File: src/rtl/layer_stream_arbiter_if.sv
// rtl/layer_stream_arbiter_if.sv - handshake bundle shared by the arbiter, both requesters, the layer and both consumers
interface layer_stream_arbiter_if #(
   parameter int T = 16
);
   // requester 0 / 1 input streams
   logic         s0_valid;
   logic [T-1:0] s0_data;
   logic         s0_ready;
   logic         s1_valid;
   logic [T-1:0] s1_data;
   logic         s1_ready;

   // layer input port
   logic         l_valid;
   logic [T-1:0] l_data;
   logic         l_ready;

   // layer result port
   logic         lo_valid;
   logic [T-1:0] lo_data;
   logic         lo_ready;

   // consumer 0 / 1 result streams
   logic         m0_valid;
   logic [T-1:0] m0_data;
   logic         m0_ready;
   logic         m1_valid;
   logic [T-1:0] m1_data;
   logic         m1_ready;

   // arbiter side
   modport master (
      input  s0_valid, s0_data, s1_valid, s1_data,
      output s0_ready, s1_ready,
      output l_valid, l_data,
      input  l_ready,
      input  lo_valid, lo_data,
      output lo_ready,
      output m0_valid, m0_data, m1_valid, m1_data,
      input  m0_ready, m1_ready
   );

   // environment side: producers, layer and consumers
   modport slave (
      output s0_valid, s0_data, s1_valid, s1_data,
      input  s0_ready, s1_ready,
      input  l_valid, l_data,
      output l_ready,
      output lo_valid, lo_data,
      input  lo_ready,
      input  m0_valid, m0_data, m1_valid, m1_data,
      output m0_ready, m1_ready
   );
endinterface

File: src/rtl/layer_stream_arbiter.sv
// rtl/layer_stream_arbiter.sv - two-requester round-robin scheduler time-sharing one fully-connected layer
module layer_stream_arbiter #(
   parameter int N = 10,
   parameter int M = 8,
   parameter int T = 16
) (
   input  logic                   clk,
   input  logic                   reset,
   layer_stream_arbiter_if.master bus,
   output logic                   grant,
   output logic                   busy
);

   localparam int INW  = (N > 1) ? $clog2(N) : 1;
   localparam int OUTW = (M > 1) ? $clog2(M) : 1;
   localparam logic [INW-1:0]  IN_LAST  = INW'(N - 1);
   localparam logic [OUTW-1:0] OUT_LAST = OUTW'(M - 1);

   localparam logic [1:0] ST_IDLE  = 2'd0;
   localparam logic [1:0] ST_FEED  = 2'd1;
   localparam logic [1:0] ST_DRAIN = 2'd2;

   logic [1:0]      state_q, state_d;
   logic            grant_q, grant_d;
   logic            last_grant_q, last_grant_d;
   logic [INW-1:0]  in_cnt_q, in_cnt_d;
   logic [OUTW-1:0] out_cnt_q, out_cnt_d;

   logic in_beat;
   logic out_beat;

   assign grant = grant_q;
   assign busy  = (state_q != ST_IDLE);

   // Route the granted requester to the layer in FEED and the layer back to its consumer in DRAIN;
   // every other handshake output is forced low and every unrouted data output to zero.
   always_comb begin
      bus.s0_ready = 1'b0;
      bus.s1_ready = 1'b0;
      bus.l_valid  = 1'b0;
      bus.l_data   = '0;
      bus.lo_ready = 1'b0;
      bus.m0_valid = 1'b0;
      bus.m0_data  = '0;
      bus.m1_valid = 1'b0;
      bus.m1_data  = '0;
      case (state_q)
         ST_FEED: begin
            if (grant_q) begin
               bus.l_valid  = bus.s1_valid;
               bus.l_data   = bus.s1_data;
               bus.s1_ready = bus.l_ready;
            end else begin
               bus.l_valid  = bus.s0_valid;
               bus.l_data   = bus.s0_data;
               bus.s0_ready = bus.l_ready;
            end
         end
         ST_DRAIN: begin
            if (grant_q) begin
               bus.m1_valid = bus.lo_valid;
               bus.m1_data  = bus.lo_data;
               bus.lo_ready = bus.m1_ready;
            end else begin
               bus.m0_valid = bus.lo_valid;
               bus.m0_data  = bus.lo_data;
               bus.lo_ready = bus.m0_ready;
            end
         end
         default: begin
         end
      endcase
   end

   // Beats are qualified by state so a stray partner handshake in the wrong phase never counts.
   always_comb begin
      in_beat  = (state_q == ST_FEED)  && bus.l_valid  && bus.l_ready;
      out_beat = (state_q == ST_DRAIN) && bus.lo_valid && bus.lo_ready;
   end

   // Next-state: arbitrate in IDLE, count N input beats in FEED, count M result beats in DRAIN.
   always_comb begin
      state_d      = state_q;
      grant_d      = grant_q;
      last_grant_d = last_grant_q;
      in_cnt_d     = in_cnt_q;
      out_cnt_d    = out_cnt_q;
      case (state_q)
         ST_IDLE: begin
            if (bus.s0_valid || bus.s1_valid) begin
               // a tie goes to whoever was not served last; otherwise the lone requester wins
               if (bus.s0_valid && bus.s1_valid) begin
                  grant_d = ~last_grant_q;
               end else begin
                  grant_d = bus.s1_valid;
               end
               state_d   = ST_FEED;
               in_cnt_d  = '0;
               out_cnt_d = '0;
            end
         end
         ST_FEED: begin
            if (in_beat) begin
               in_cnt_d = in_cnt_q + 1'b1;
               if (in_cnt_q == IN_LAST) begin
                  state_d = ST_DRAIN;
               end
            end
         end
         ST_DRAIN: begin
            if (out_beat) begin
               out_cnt_d = out_cnt_q + 1'b1;
               if (out_cnt_q == OUT_LAST) begin
                  // the final result only returns to IDLE; arbitration waits for the next cycle
                  state_d      = ST_IDLE;
                  last_grant_d = grant_q;
               end
            end
         end
         default: begin
            state_d = ST_IDLE;
         end
      endcase
   end

   // State registers; last_grant resets to 1 so requester 0 wins the first tie.
   always_ff @(posedge clk or negedge reset) begin
      if (!reset) begin
         state_q      <= ST_IDLE;
         grant_q      <= 1'b0;
         last_grant_q <= 1'b1;
         in_cnt_q     <= '0;
         out_cnt_q    <= '0;
      end else begin
         state_q      <= state_d;
         grant_q      <= grant_d;
         last_grant_q <= last_grant_d;
         in_cnt_q     <= in_cnt_d;
         out_cnt_q    <= out_cnt_d;
      end
   end

endmodule

File: src/flat_wrapper.sv
// flat-port wrapper written by rule: the top's interface ports become plain ports
module layer_stream_arbiter_flat 
#(
   parameter int N = 10,
   parameter int M = 8,
   parameter int T = 16
)
  (clk, reset, grant, busy, bus_s0_valid, bus_s0_data, bus_s1_valid, bus_s1_data, bus_s0_ready, bus_s1_ready, bus_l_valid, bus_l_data, bus_l_ready, bus_lo_valid, bus_lo_data, bus_lo_ready, bus_m0_valid, bus_m0_data, bus_m1_valid, bus_m1_data, bus_m0_ready, bus_m1_ready);
  layer_stream_arbiter_if #(.T(T)) bus_i ();
  input  logic clk;
  input  logic reset;
  output logic grant;
  output logic busy;
  input wire logic [$bits(bus_i.s0_valid)-1:0] bus_s0_valid;
  input wire logic [$bits(bus_i.s0_data)-1:0] bus_s0_data;
  input wire logic [$bits(bus_i.s1_valid)-1:0] bus_s1_valid;
  input wire logic [$bits(bus_i.s1_data)-1:0] bus_s1_data;
  output wire logic [$bits(bus_i.s0_ready)-1:0] bus_s0_ready;
  output wire logic [$bits(bus_i.s1_ready)-1:0] bus_s1_ready;
  output wire logic [$bits(bus_i.l_valid)-1:0] bus_l_valid;
  output wire logic [$bits(bus_i.l_data)-1:0] bus_l_data;
  input wire logic [$bits(bus_i.l_ready)-1:0] bus_l_ready;
  input wire logic [$bits(bus_i.lo_valid)-1:0] bus_lo_valid;
  input wire logic [$bits(bus_i.lo_data)-1:0] bus_lo_data;
  output wire logic [$bits(bus_i.lo_ready)-1:0] bus_lo_ready;
  output wire logic [$bits(bus_i.m0_valid)-1:0] bus_m0_valid;
  output wire logic [$bits(bus_i.m0_data)-1:0] bus_m0_data;
  output wire logic [$bits(bus_i.m1_valid)-1:0] bus_m1_valid;
  output wire logic [$bits(bus_i.m1_data)-1:0] bus_m1_data;
  input wire logic [$bits(bus_i.m0_ready)-1:0] bus_m0_ready;
  input wire logic [$bits(bus_i.m1_ready)-1:0] bus_m1_ready;
  assign bus_i.s0_valid = bus_s0_valid;
  assign bus_i.s0_data = bus_s0_data;
  assign bus_i.s1_valid = bus_s1_valid;
  assign bus_i.s1_data = bus_s1_data;
  assign bus_s0_ready = bus_i.s0_ready;
  assign bus_s1_ready = bus_i.s1_ready;
  assign bus_l_valid = bus_i.l_valid;
  assign bus_l_data = bus_i.l_data;
  assign bus_i.l_ready = bus_l_ready;
  assign bus_i.lo_valid = bus_lo_valid;
  assign bus_i.lo_data = bus_lo_data;
  assign bus_lo_ready = bus_i.lo_ready;
  assign bus_m0_valid = bus_i.m0_valid;
  assign bus_m0_data = bus_i.m0_data;
  assign bus_m1_valid = bus_i.m1_valid;
  assign bus_m1_data = bus_i.m1_data;
  assign bus_i.m0_ready = bus_m0_ready;
  assign bus_i.m1_ready = bus_m1_ready;
  layer_stream_arbiter #(.N(N), .M(M), .T(T)) u_core (.clk(clk), .reset(reset), .bus(bus_i), .grant(grant), .busy(busy));
endmodule
File: config.mk
export PLATFORM = sky130hd
export DESIGN_NAME = layer_stream_arbiter_flat
export DESIGN_NICKNAME = d
export VERILOG_FILES = /design/src/rtl/layer_stream_arbiter_if.sv /design/src/rtl/layer_stream_arbiter.sv /design/src/flat_wrapper.sv
export SDC_FILE = /design/constraint.sdc
export NUM_CORES = 1
export LEC_CHECK = 0
export ABC_CLOCK_PERIOD_IN_PS = 1800
export BUFFER_PORTS_ARGS = -buffer_cell sky130_fd_sc_hd__buf_2
export CORE_AREA = 5 5 59 66
export DETAILED_ROUTE_END_ITERATION = 12
export DIE_AREA = 0 0 64 71
export PLACE_DENSITY = 0.89
export SLEW_MARGIN = 15
export SYNTH_ARGS = -nofsm -noshare
export SYNTH_HDL_FRONTEND = slang
export SYNTH_SLANG_ARGS = --single-unit
File: constraint.sdc
create_clock -name clk -period 1.8 [get_ports clk]
set_input_delay 0.09 -clock clk [delete_from_list [all_inputs] [get_ports clk]]
set_output_delay 0.09 -clock clk [all_outputs]
set_load 0.01 [all_outputs]
==> impl.org <==
** Status
- The run finished with clean final reports.

** Clocking
- Later-pin clock latency in the skew report :: approximately 270 ps
- Clock slew at reported path FFs :: ~80 ps
- Maximum buffer depth of the clock tree :: 2
- TritonCTS built the clock tree.
- The number of clock buffers added by TritonCTS is 3.
- Quantity of gates resized following cts :: 0
- After clock tree synthesis, the flow added hold-fix buffers numbering 1.
- Library cell used as clock root buffer :: sky130_fd_sc_hd__clkbuf_4
- Post-CTS setup repair buffer count :: 0
- For this design, the sink count on the clock tree is 11.
- # H-tree levels :: 1

** Worst setup path
- Worst Setup Path Type :: reg -> out
- Register-to-register path setup slack :: 360 ps
- Data arrival, critical path :: 1550 ps
- Sort of element at the end of the critical path :: output pin
- STA puts the critical path data required time at ~1700 ps.
- Cell-by-cell trace of the critical path :: nand2b_1 > nor2_1 > buf_2
- CP peak stage delay :: 460 ps
- Nature of the critical path startpoint :: flop
- Critical-path maximum fanout :: 18
- On the critical path, the stage with the largest delay is an instance of sky130_fd_sc_hd__nand2b_1.

** Timing
- Final slew viol count :: 0
- Based on the critical path, the design can be clocked at up to 608.7 MHz.
- In the finished design, the share of the clock period the worst path needs comes to 0.9127.
- Headroom to the max-slew limit :: 0.5543
- Final WS setup :: 157.2 ps
- The final-report hold violation count was 0.
- RSZ-0062 raised after global routing :: false
- Number of endpoints failing setup at the final stage :: 0
- Actual slew at the worst max-slew pin :: 668.6 ps
- Final critical-path required period :: between 1500 and 2000 ps
- Tightest hold margin :: 70.03 ps
- Final setup TNS :: 0 ps
- Clock skew :: around 5 ps

** Routing
- Dividing the detail-routed wire length by the instance count gives 12.85 µm.
- DR vias/cell :: 4.927
- After the first detailed-routing iteration, the DRC count stood at 35.
- The detail route stage leaves a number of antenna-violating nets equal to 0.
- The routed layout has 1414 vias.
- Wire length after detailed routing :: around 3700 µm
- After detailed routing, the number of remaining DRC violations is 0.
- The first detailed-routing pass took 4 iterations.

** Finish
- Most common library cell in the layout ignoring fill and taps :: sky130_fd_sc_hd__buf_2
- Antenna diodes :: 0
- Of the cells placed in the final design, the portion with a size suffix greater than 1 is 0.4861.
- Leaving out fill and tap cells, the most frequent cells in the layout are 111 x sky130_fd_sc_hd__buf_2, 34 x sky130_fd_sc_hd__and3_1, 24 x sky130_fd_sc_hd__mux2i_1.
- Compared with the post-synthesis result, the final layout area differs by 57.11%.
- Nets@finish :: 312
- Final core utilization :: 0.5365
- Excluding fillers, the count of instances in the completed layout stands at 287.

** Pwr
- For this design the static power due to leakage is 1.185 nW.
- Worst supply voltage drop on vdd :: 0.0008537 V
- Power density over cell area :: between 900 and 1000 mW/mm²

** GRT
- Entering global routing, the biggest net connects 33 pins.
- In the global route stage, overall resource usage came out at 0.1491.
- The initial antenna violation count was 0.
- Via count of the first global-routing pass :: 1300
- Total congestion overflow after global routing :: 0
- Wire length of the first global-routing pass :: 5802 µm

** Synthesis
- Share of the yosys chip area belonging to registers :: 0.2514
- For this run, the number of Yosys warnings is 0.
- After synthesis, the netlist uses 26 different library cells.
- Of all cell types, the one taking the most synthesized area is sky130_fd_sc_hd__dfrtp_1.
- For this run, asynchronously set or reset flops after synthesis account for 1.000.
- Share of the synthesized area in the top cell type :: 0.2275
- After technology mapping, the gate count stands at 142.
- Register bit total from synthesis :: 11
- Post-synth EDFFs :: 0
- Sorting the synthesized cells by area gives the leading types as sky130_fd_sc_hd__dfrtp_1 23%, sky130_fd_sc_hd__mux2i_1 22%, sky130_fd_sc_hd__and3_1 19%.
- Syn avg cell area :: approximately 7.7 µm²
- The cell area that synthesis handed to floorplanning was between 0.001 and 0.0015 mm².
- Syn_nets :: between 200 and 250
- In the synthesized netlist the dominant register cell turns out to be sky130_fd_sc_hd__dfrtp_1.

** Placed design
- In this run the tool buffered the top-level ports with 111 buffer cells.
- Global placement routability congestion :: 0.7440
- DP Worst Slack :: 391.2 ps
- Detailed placement finished with a half-perimeter wire length of 3029 µm.
- Total instance count after detailed placement :: ~280

** Die
- The initial utilization of the core area, before any placement, comes to 0.3415.
- Die width :: around 64 µm
- After floorplanning, the core was sized to cover 0.003221 mm².
- The die covers around 0.0045 mm².
- Ports placed on the boundary :: 112
- Row count :: 22
- Die Span Y :: ~71 µm

** Flow run
- Max cap viols :: 0

** Min path
- The min-delay analysis places its worst path in the category in -> reg.
[final timing paths]
path                                            end                start  cells after the start
worst max register to register   u_core.in_cnt_q[3]    u_core.state_q[1]                      3
max in group asynchronous       u_core.last_grant_q                reset                      2
worst min-delay path                   u_core.grant         bus_s1_valid                      3
min in group asynchronous       u_core.out_cnt_q[1]                reset                      2
worst min register to register  u_core.out_cnt_q[0]  u_core.out_cnt_q[0]                      1
worst max-delay path                  bus_l_data[7]    u_core.state_q[1]                      3
[through the flow]
stage                     cell area [µm²]  total power, mW
after floorplan                      1100            1.096
after global placement               1690            1.485
after detailed placement             1690            1.518
after CTS                            1728            1.691
after global routing                 1728            1.829
final                                1728            1.665
[cells in the mapped netlist (2+ instances only)]
library cell,number
sky130_fd_sc_hd__inv_1,4
sky130_fd_sc_hd__nand2b_1,3
sky130_fd_sc_hd__nand3b_1,2
sky130_fd_sc_hd__ha_1,4
sky130_fd_sc_hd__dfrtp_1,10
sky130_fd_sc_hd__mux2i_1,24
sky130_fd_sc_hd__nor2_1,23
sky130_fd_sc_hd__o21ai_0,7
sky130_fd_sc_hd__buf_2,2
sky130_fd_sc_hd__and3_1,34
sky130_fd_sc_hd__clkbuf_1,10
sky130_fd_sc_hd__nand2_1,4
sky130_fd_sc_hd__o21ai_1,2
[final cells by class]
class / instances / area, µm²
flip-flops and latches: 11 / 276.5
clock inverters: 1 / 5.005
well taps: 36 / 45.04
repair buffers: 117 / 603.1
fillers: 304 / 1493
inverters: 5 / 18.77
multi-input cells: 114 / 757.0
clock buffers: 3 / 22.52
[routing by layer]
metal  global-route usage  wire [µm]  vias up
met4              0.02540          0        0
met3              0.02540        300        0
met1               0.1713       1375      644
li1                     -          -      717
met5                    0          0        -
met2               0.2849       2011       53
[state kept, by name, summed over array words and instances, names as in the netlist]
name / flops
u_core.in_cnt_q: 4
u_core.state_q: 2
u_core.out_cnt_q: 3
u_core.last_grant_q: 1
u_core.grant: 1
[cell families (layout without fill, tap and decap cells)]
kind of cell | Yosys count | in the layout | share of synthesized area
AOI/OAI and AO/OA | 12 | 12 | 0.05802
adders and majority gates | 4 | 4 | 0.04551
buffers and inverters | 17 | 126 | 0.06029
DFF | 11 | 11 | 0.2514
muxes | 25 | 25 | 0.2287
and+or+nand+nor | 73 | 73 | 0.3561
[power breakdown]
part | total [mW] | switching, mW | internal, mW
Clock | 0.169 | 0.0864 | 0.0821
Sequential | 0.380 | 0.0684 | 0.312
Combinational | 1.12 | 0.645 | 0.471
Total | 1.66 | 0.800 | 0.865
[critical path: cells and delay by family (launching register included)]
kind	cells	cell delay, ps
simple gates	2	710
flops	1	410
buf+inv	1	160
(Power assumes the default switching activity.)
